===== src/rtl/snake_pkg.sv =====
// snake_pkg: shared state encoding and defaults for the snake game controller.
// Rev 1.0
`default_nettype none
package snake_pkg;
  typedef enum logic [1:0] {
    ST_IDLE  = 2'd0,
    ST_PLAY  = 2'd1,
    ST_PAUSE = 2'd2,
    ST_WIN   = 2'd3
  } state_t;

  localparam int MAX_X             = 640;
  localparam int MAX_Y             = 480;
  localparam int DEF_WIN_SCORE     = 5;
  localparam int DEF_FRAME_DIV_MAX = 8;
  localparam int DEBOUNCE_W        = 16;
endpackage
`default_nettype wire


===== src/rtl/snake_game_ctrl_btn_edge.sv =====
// btn_edge: 2-flop synchronizer, optional debounce (SNAKE_CTRL_DEBOUNCE_EN), rising-edge pulse.
// Rev 1.0
`default_nettype none
module btn_edge
  import snake_pkg::*;
(
  input  logic clk,
  input  logic rst,
  input  logic i_btn,
  output logic o_edge
);
  logic [1:0] r_sync;
  logic       r_prev;
  logic       w_level;

  always_ff @(posedge clk) begin
    if (rst) r_sync <= '0;
    else     r_sync <= {r_sync[0], i_btn};
  end

`ifdef SNAKE_CTRL_DEBOUNCE_EN
  logic [DEBOUNCE_W-1:0] r_db_cnt;
  logic                  r_db_level;

  // Counter restarts whenever the synchronized level returns to the accepted one.
  always_ff @(posedge clk) begin
    if (rst) begin
      r_db_cnt   <= '0;
      r_db_level <= 1'b0;
    end else if (r_sync[1] == r_db_level) begin
      r_db_cnt <= '0;
    end else if (&r_db_cnt) begin
      r_db_level <= r_sync[1];
      r_db_cnt   <= '0;
    end else begin
      r_db_cnt <= r_db_cnt + 1'b1;
    end
  end
  assign w_level = r_db_level;
`else
  assign w_level = r_sync[1];
`endif

  always_ff @(posedge clk) begin
    if (rst) begin
      r_prev <= 1'b0;
      o_edge <= 1'b0;
    end else begin
      r_prev <= w_level;
      o_edge <= w_level & ~r_prev;
    end
  end
endmodule
`default_nettype wire


===== src/rtl/snake_game_ctrl.sv =====
// snake_game_ctrl: move-tick divider, turn arbitration and idle/play/pause/win sequencer.
// Rev 1.0 -- button debounce enabled by defining SNAKE_CTRL_DEBOUNCE_EN.
`default_nettype none
module snake_game_ctrl
  import snake_pkg::*;
#(
  parameter int WIN_SCORE       = DEF_WIN_SCORE,
  parameter int FRAME_DIV_MAX   = DEF_FRAME_DIV_MAX,
  parameter int WIN_HOLD_FRAMES = 120,
  parameter int SCORE_W         = 4
) (
  input  logic               clk,
  input  logic               rst,
  input  logic               frame_tick,
  input  logic               btn_start,
  input  logic               btn_pause,
  input  logic               btn_r,
  input  logic               btn_l,
  input  logic [SCORE_W-1:0] score,
  output logic               move_tick,
  output logic               turn_r,
  output logic               turn_l,
  output logic               game_clr,
  output logic [1:0]         state,
  output logic               blink
);
  localparam int CW = $clog2(FRAME_DIV_MAX + 1);
  localparam int HW = $clog2(WIN_HOLD_FRAMES + 1);

  logic w_start_e, w_pause_e, w_r_e, w_l_e;
  logic [CW-1:0] w_div_m1;

  state_t        r_state;
  logic [CW-1:0] r_fcnt;
  logic [HW-1:0] r_hold;
  logic [4:0]    r_fr;
  logic          r_pend_r, r_pend_l;
  logic          r_move_tick, r_turn_r, r_turn_l, r_game_clr, r_blink;

  btn_edge u_start (.clk(clk), .rst(rst), .i_btn(btn_start), .o_edge(w_start_e));
  btn_edge u_pause (.clk(clk), .rst(rst), .i_btn(btn_pause), .o_edge(w_pause_e));
  btn_edge u_right (.clk(clk), .rst(rst), .i_btn(btn_r),     .o_edge(w_r_e));
  btn_edge u_left  (.clk(clk), .rst(rst), .i_btn(btn_l),     .o_edge(w_l_e));

  // div-1 = max(0, FRAME_DIV_MAX-1-score); saturating score keeps it non-negative.
  always_comb begin
    w_div_m1 = '0;
    if (score < SCORE_W'(FRAME_DIV_MAX - 1))
      w_div_m1 = CW'(FRAME_DIV_MAX - 1) - CW'(score);
  end

  always_ff @(posedge clk) begin
    if (rst) begin
      r_state     <= ST_IDLE;
      r_fcnt      <= '0;
      r_hold      <= '0;
      r_fr        <= '0;
      r_pend_r    <= 1'b0;
      r_pend_l    <= 1'b0;
      r_move_tick <= 1'b0;
      r_turn_r    <= 1'b0;
      r_turn_l    <= 1'b0;
      r_game_clr  <= 1'b0;
      r_blink     <= 1'b0;
    end else begin
      r_move_tick <= 1'b0;
      r_turn_r    <= 1'b0;
      r_turn_l    <= 1'b0;
      r_game_clr  <= 1'b0;
      if (frame_tick) r_fr <= r_fr + 1'b1;
      r_blink <= ((r_state == ST_PAUSE) || (r_state == ST_WIN)) & r_fr[4];

      case (r_state)
        ST_IDLE: begin
          r_fcnt   <= '0;
          r_pend_r <= 1'b0;
          r_pend_l <= 1'b0;
          if (w_start_e) begin
            r_game_clr <= 1'b1;
            r_state    <= ST_PLAY;
          end
        end
        ST_PLAY: begin
          // Score still holds the old round's value while game_clr is in flight.
          if (!r_game_clr && (score >= SCORE_W'(WIN_SCORE))) begin
            r_state <= ST_WIN;
            r_hold  <= '0;
          end else if (w_pause_e) begin
            r_state <= ST_PAUSE;
          end else begin
            if (frame_tick) begin
              if (r_fcnt >= w_div_m1) begin
                r_fcnt      <= '0;
                r_move_tick <= 1'b1;
              end else begin
                r_fcnt <= r_fcnt + 1'b1;
              end
            end
            if (r_move_tick) begin
              r_turn_r <= r_pend_r;
              r_turn_l <= r_pend_l;
              r_pend_r <= 1'b0;
              r_pend_l <= 1'b0;
            end
            if (w_r_e && w_l_e) begin
              r_pend_r <= 1'b0;
              r_pend_l <= 1'b0;
            end else if (w_r_e) begin
              r_pend_r <= 1'b1;
              r_pend_l <= 1'b0;
            end else if (w_l_e) begin
              r_pend_r <= 1'b0;
              r_pend_l <= 1'b1;
            end
          end
        end
        ST_PAUSE: begin
          if (w_start_e) begin
            r_game_clr <= 1'b1;
            r_state    <= ST_PLAY;
            r_fcnt     <= '0;
            r_pend_r   <= 1'b0;
            r_pend_l   <= 1'b0;
          end else if (w_pause_e) begin
            r_state <= ST_PLAY;
          end
        end
        ST_WIN: begin
          if (w_start_e) begin
            r_game_clr <= 1'b1;
            r_state    <= ST_PLAY;
            r_fcnt     <= '0;
            r_pend_r   <= 1'b0;
            r_pend_l   <= 1'b0;
            r_hold     <= '0;
          end else if (frame_tick) begin
            if (r_hold == HW'(WIN_HOLD_FRAMES - 1)) begin
              r_game_clr <= 1'b1;
              r_state    <= ST_IDLE;
              r_hold     <= '0;
            end else begin
              r_hold <= r_hold + 1'b1;
            end
          end
        end
        default: r_state <= ST_IDLE;
      endcase
    end
  end

  assign move_tick = r_move_tick;
  assign turn_r    = r_turn_r;
  assign turn_l    = r_turn_l;
  assign game_clr  = r_game_clr;
  assign state     = r_state;
  assign blink     = r_blink;
endmodule
`default_nettype wire


===== config.mk =====
export PLATFORM = sky130hd
export DESIGN_NAME = snake_game_ctrl
export DESIGN_NICKNAME = d
export VERILOG_FILES = /design/src/rtl/snake_pkg.sv /design/src/rtl/snake_game_ctrl_btn_edge.sv /design/src/rtl/snake_game_ctrl.sv
export SDC_FILE = /design/constraint.sdc
export NUM_CORES = 1
export LEC_CHECK = 0
export ABC_CLOCK_PERIOD_IN_PS = 2350
export CAP_MARGIN = 20
export CORE_MARGIN = 4
export CORE_UTILIZATION = 45
export CTS_CLUSTER_SIZE = 28
export DETAILED_ROUTE_END_ITERATION = 6
export HOLD_SLACK_MARGIN = 0.08
export PLACE_DENSITY = 0.72
export SLEW_MARGIN = 0
export SYNTH_ARGS = -nofsm -noshare
export SYNTH_HDL_FRONTEND = slang
export SYNTH_SLANG_ARGS = --single-unit
export TNS_END_PERCENT = 20

===== constraint.sdc =====
create_clock -name clk -period 2.35 [get_ports clk]
set_input_delay 0.235 -clock clk [delete_from_list [all_inputs] [get_ports clk]]
set_output_delay 0.235 -clock clk [all_outputs]
set_load 0.01 [all_outputs]

==> flow_summary.toml <==
[synth]
synth_edf_count = 0
synth-seq-area-share = 0.4610
synth_top_area_share = 0.4610
syn_area_um2 = 1780
synth-async-reset-ratio = 0
synth_area_leaders = "dfxtp_1 46%, nor2b_1 6.3%, ha_1 4.9%"
yosysWarnings = 0
synthTopCellsByCount = "41 x dfxtp_1, 18 x nor2_1, 18 x nor2b_1, 10 x nand2_1"
synth.most_common_cell = "dfxtp_1"
synth_top_cell_by_area = "dfxtp_1"
synthesis.nets = 199
postSynthCellCount = 181
yosysUniqueCellTypes = 48
ys.flop_type = "dfxtp_1"
syn_avg_cell_area_um2 = 9.837
ys_ff_latch = 41

[placed_design]
dp_hpwl_um = 2322
place_congestion = 0.8251
port_buffers = 17

[die]
initial_utilization = 0.4756
fp.dieH_um = 70.90
fp-row-count = 22
fp.coreArea_um2 = 3744
dieArea_um2 = 5027
ios = 18
fp.dieW_um = 70.90

[route]
drc = 0
drt_pass1_iterations = 4
wire_per_inst_um = 12.53
dr.max_layer_used = "met4"
initialDrtViolationCount = 63
postRouteWirelength_um = 3145
drtAntennaViolNets = 0
wl_met2_um = 1476
viasPerCell = 5.271
num_vias = 1323
wl_met1_um = 1454
wl_met3_um = 132

[pwr]
ir_drop_uv = 428.1
power.density_nw_per_um2 = 600.9
p_leak_nw = 0.7697

[sta]
timing.fmax_mhz = 482.1
whs_ps = 381.9
final-hold-violation-count = 0
finalCritPeriodShare = 0.8826
finalCriticalPeriod_ps = 2074
rsz0062_at_grt = "no"
fin_skew_ps = 5.314
maxSlewViolCount = 0
setup_viol = 0

[critical_path]
reg2reg_to = "r_fcnt[3]"
cp-endpoint = "r_fcnt[3]"
critPathKind = "input pin to flip-flop"
cpMaxStageDelayCell = "clkdlybuf4s50_1"
path_max_fanout = 6
cp.arrival_ps = 2260
crit_chain = "clkdlybuf4s50_1 > or2_2 > ha_1 > a2111o_1 > a21oi_4 > nand2_2 > o41ai_2"
cp-startpoint = "score[3]"
cpPeakStageDelay_ps = 450
cp_data_required_time_ps = 2540
end_kind = "flip-flop"
path_buf_inv = 1
worst-path-stages = 7
critical-path-top-delay-family = "compound AO/OA/AOI/OAI gates"
timing.rr.start = "r_fcnt[0]"
crit_path_start_kind = "input pin"
worstRegToRegCells = 7
r2r_slack_ps = 300

[global_routing]
grt-ovfl-total = 0
grt_pass1_vias = 1295
grt_pass1_wl_um = 5478
grt_use_total = 0.1349
grt_start_max_net_pins = 18
antenna_found_initial = 0

[run]
cap_viol_max_count = 0

[clock_tree]
postCtsHoldBufs = 0
cts_resized = 0
clk_pin_slew_worst_paths_ps = 70
numCtsBuffers = 5
cts-root-buf = "clkbuf_8"
cts_tree = "done"
insertion_delay_ps = 290
htree_num_levels = 2
clock_path_buffers = 2
clock-sinks = 41
postCtsSetupRepairBufs = 0

[cells_and_area]
synthToLayoutAreaGrowth_pct = 16.44
final_util = 0.5538
drive_gt1_frac = 0.1182
n_antenna_cell = 0
nets = 220

[outcome]
status = "finished, final reports clean"

[hold_path]
hold_class = "flip-flop to flip-flop"
## registers in the layout, indices dropped and copies added (netlist names), 2 cells and up
name / count
state: 2
u_left.r_sync: 2
u_right.r_sync: 2
u_pause.r_sync: 2
u_start.r_sync: 2
r_fcnt: 4
r_fr: 5
r_hold: 7
## cell families (layout without fill, tap and decap cells)
| logic type | after synthesis | in the layout | synth area share |
|---|---|---|---|
| mux | 1 | 1 | 0.005622 |
| xor+xnor | 9 | 9 | 0.04428 |
| other cells | 1 | 1 | 0.002106 |
| buf+inv | 8 | 30 | 0.02600 |
| flops | 41 | 41 | 0.4610 |
| fa+ha+maj | 7 | 7 | 0.04919 |
| compound gates | 26 | 26 | 0.1195 |
| simple gates | 88 | 88 | 0.2923 |
## worst min-delay path by stage
| stage | from | endpoint | slack (ps) | cells after the start |
|---|---|---|---|---|
| floorplan | btn_l | u_left.r_sync[0] | 360 | 1 |
| global placement | u_start.r_prev | u_start.o_edge | 370 | 1 |
| detailed placement | u_left.r_prev | u_left.o_edge | 370 | 1 |
| CTS | u_right.r_prev | u_right.o_edge | 390 | 1 |
| global route | u_pause.r_prev | u_pause.o_edge | 400 | 1 |
| finish | u_right.r_prev | u_right.o_edge | 380 | 1 |
## report_power, final
| group | internal (mW) | total [mW] | switching [mW] |
|---|---|---|---|
| clock network | 0.206 | 0.426 | 0.221 |
| logic | 0.0486 | 0.0979 | 0.0493 |
| registers | 0.711 | 0.722 | 0.0108 |
| total | 0.965 | 1.25 | 0.281 |
## through the flow
stage | setup TNS (ps) | instance area [um2] | setup WS, ps | power (mW) | std cells
global route | 0 | 2073 | 203.3 | 1.305 | 251
floorplan | 0 | 1780 | 509.5 | 0.8009 | 181
global placement | 0 | 1991 | 75.51 | 0.8316 | 243
CTS | 0 | 2073 | 283.1 | 1.266 | 251
detailed placement | -26.17 | 1991 | -26.17 | 0.8367 | 243
finish | 0 | 2073 | 275.8 | 1.246 | 251
## layer usage
metal / global-route usage / vias to the layer above
li1: - / 668
met1: 0.1551 / 618
met2: 0.2204 / 28
met3: 0.03693 / 9
met4: 0.08559 / 0
met5: 0 / -
## layout make-up
type / instances / area, um2
Multi-Input combinational cell: 132 / 913.4
Sequential cell: 41 / 820.8
Clock inverter: 2 / 10.01
Tap cell: 48 / 60.06
Clock buffer: 6 / 72.57
Fill cell: 349 / 1670
Inverter: 3 / 11.26
Timing Repair Buffer: 19 / 185.2
## layout by cell type (no fill, tap or decap), drive strengths merged, types with 2 or more instances in the layout
cell type       n
buf             2
and2            4
nor4bb          2
a31oi           4
nor2           18
o31ai           2
xor2            3
nand2b          7
and3            3
nand2          12
ha              7
or2             2
clkinv          2
nor3            3
nor2b          18
nand3           7
nand4           2
inv             3
clkbuf          6
xnor2           6
a21oi           6
nor4            2
nand4b          2
dfxtp          41
clkdlybuf4s50  17
o21ai           6
No activity file was read; power rests on OpenSTA's default activity.
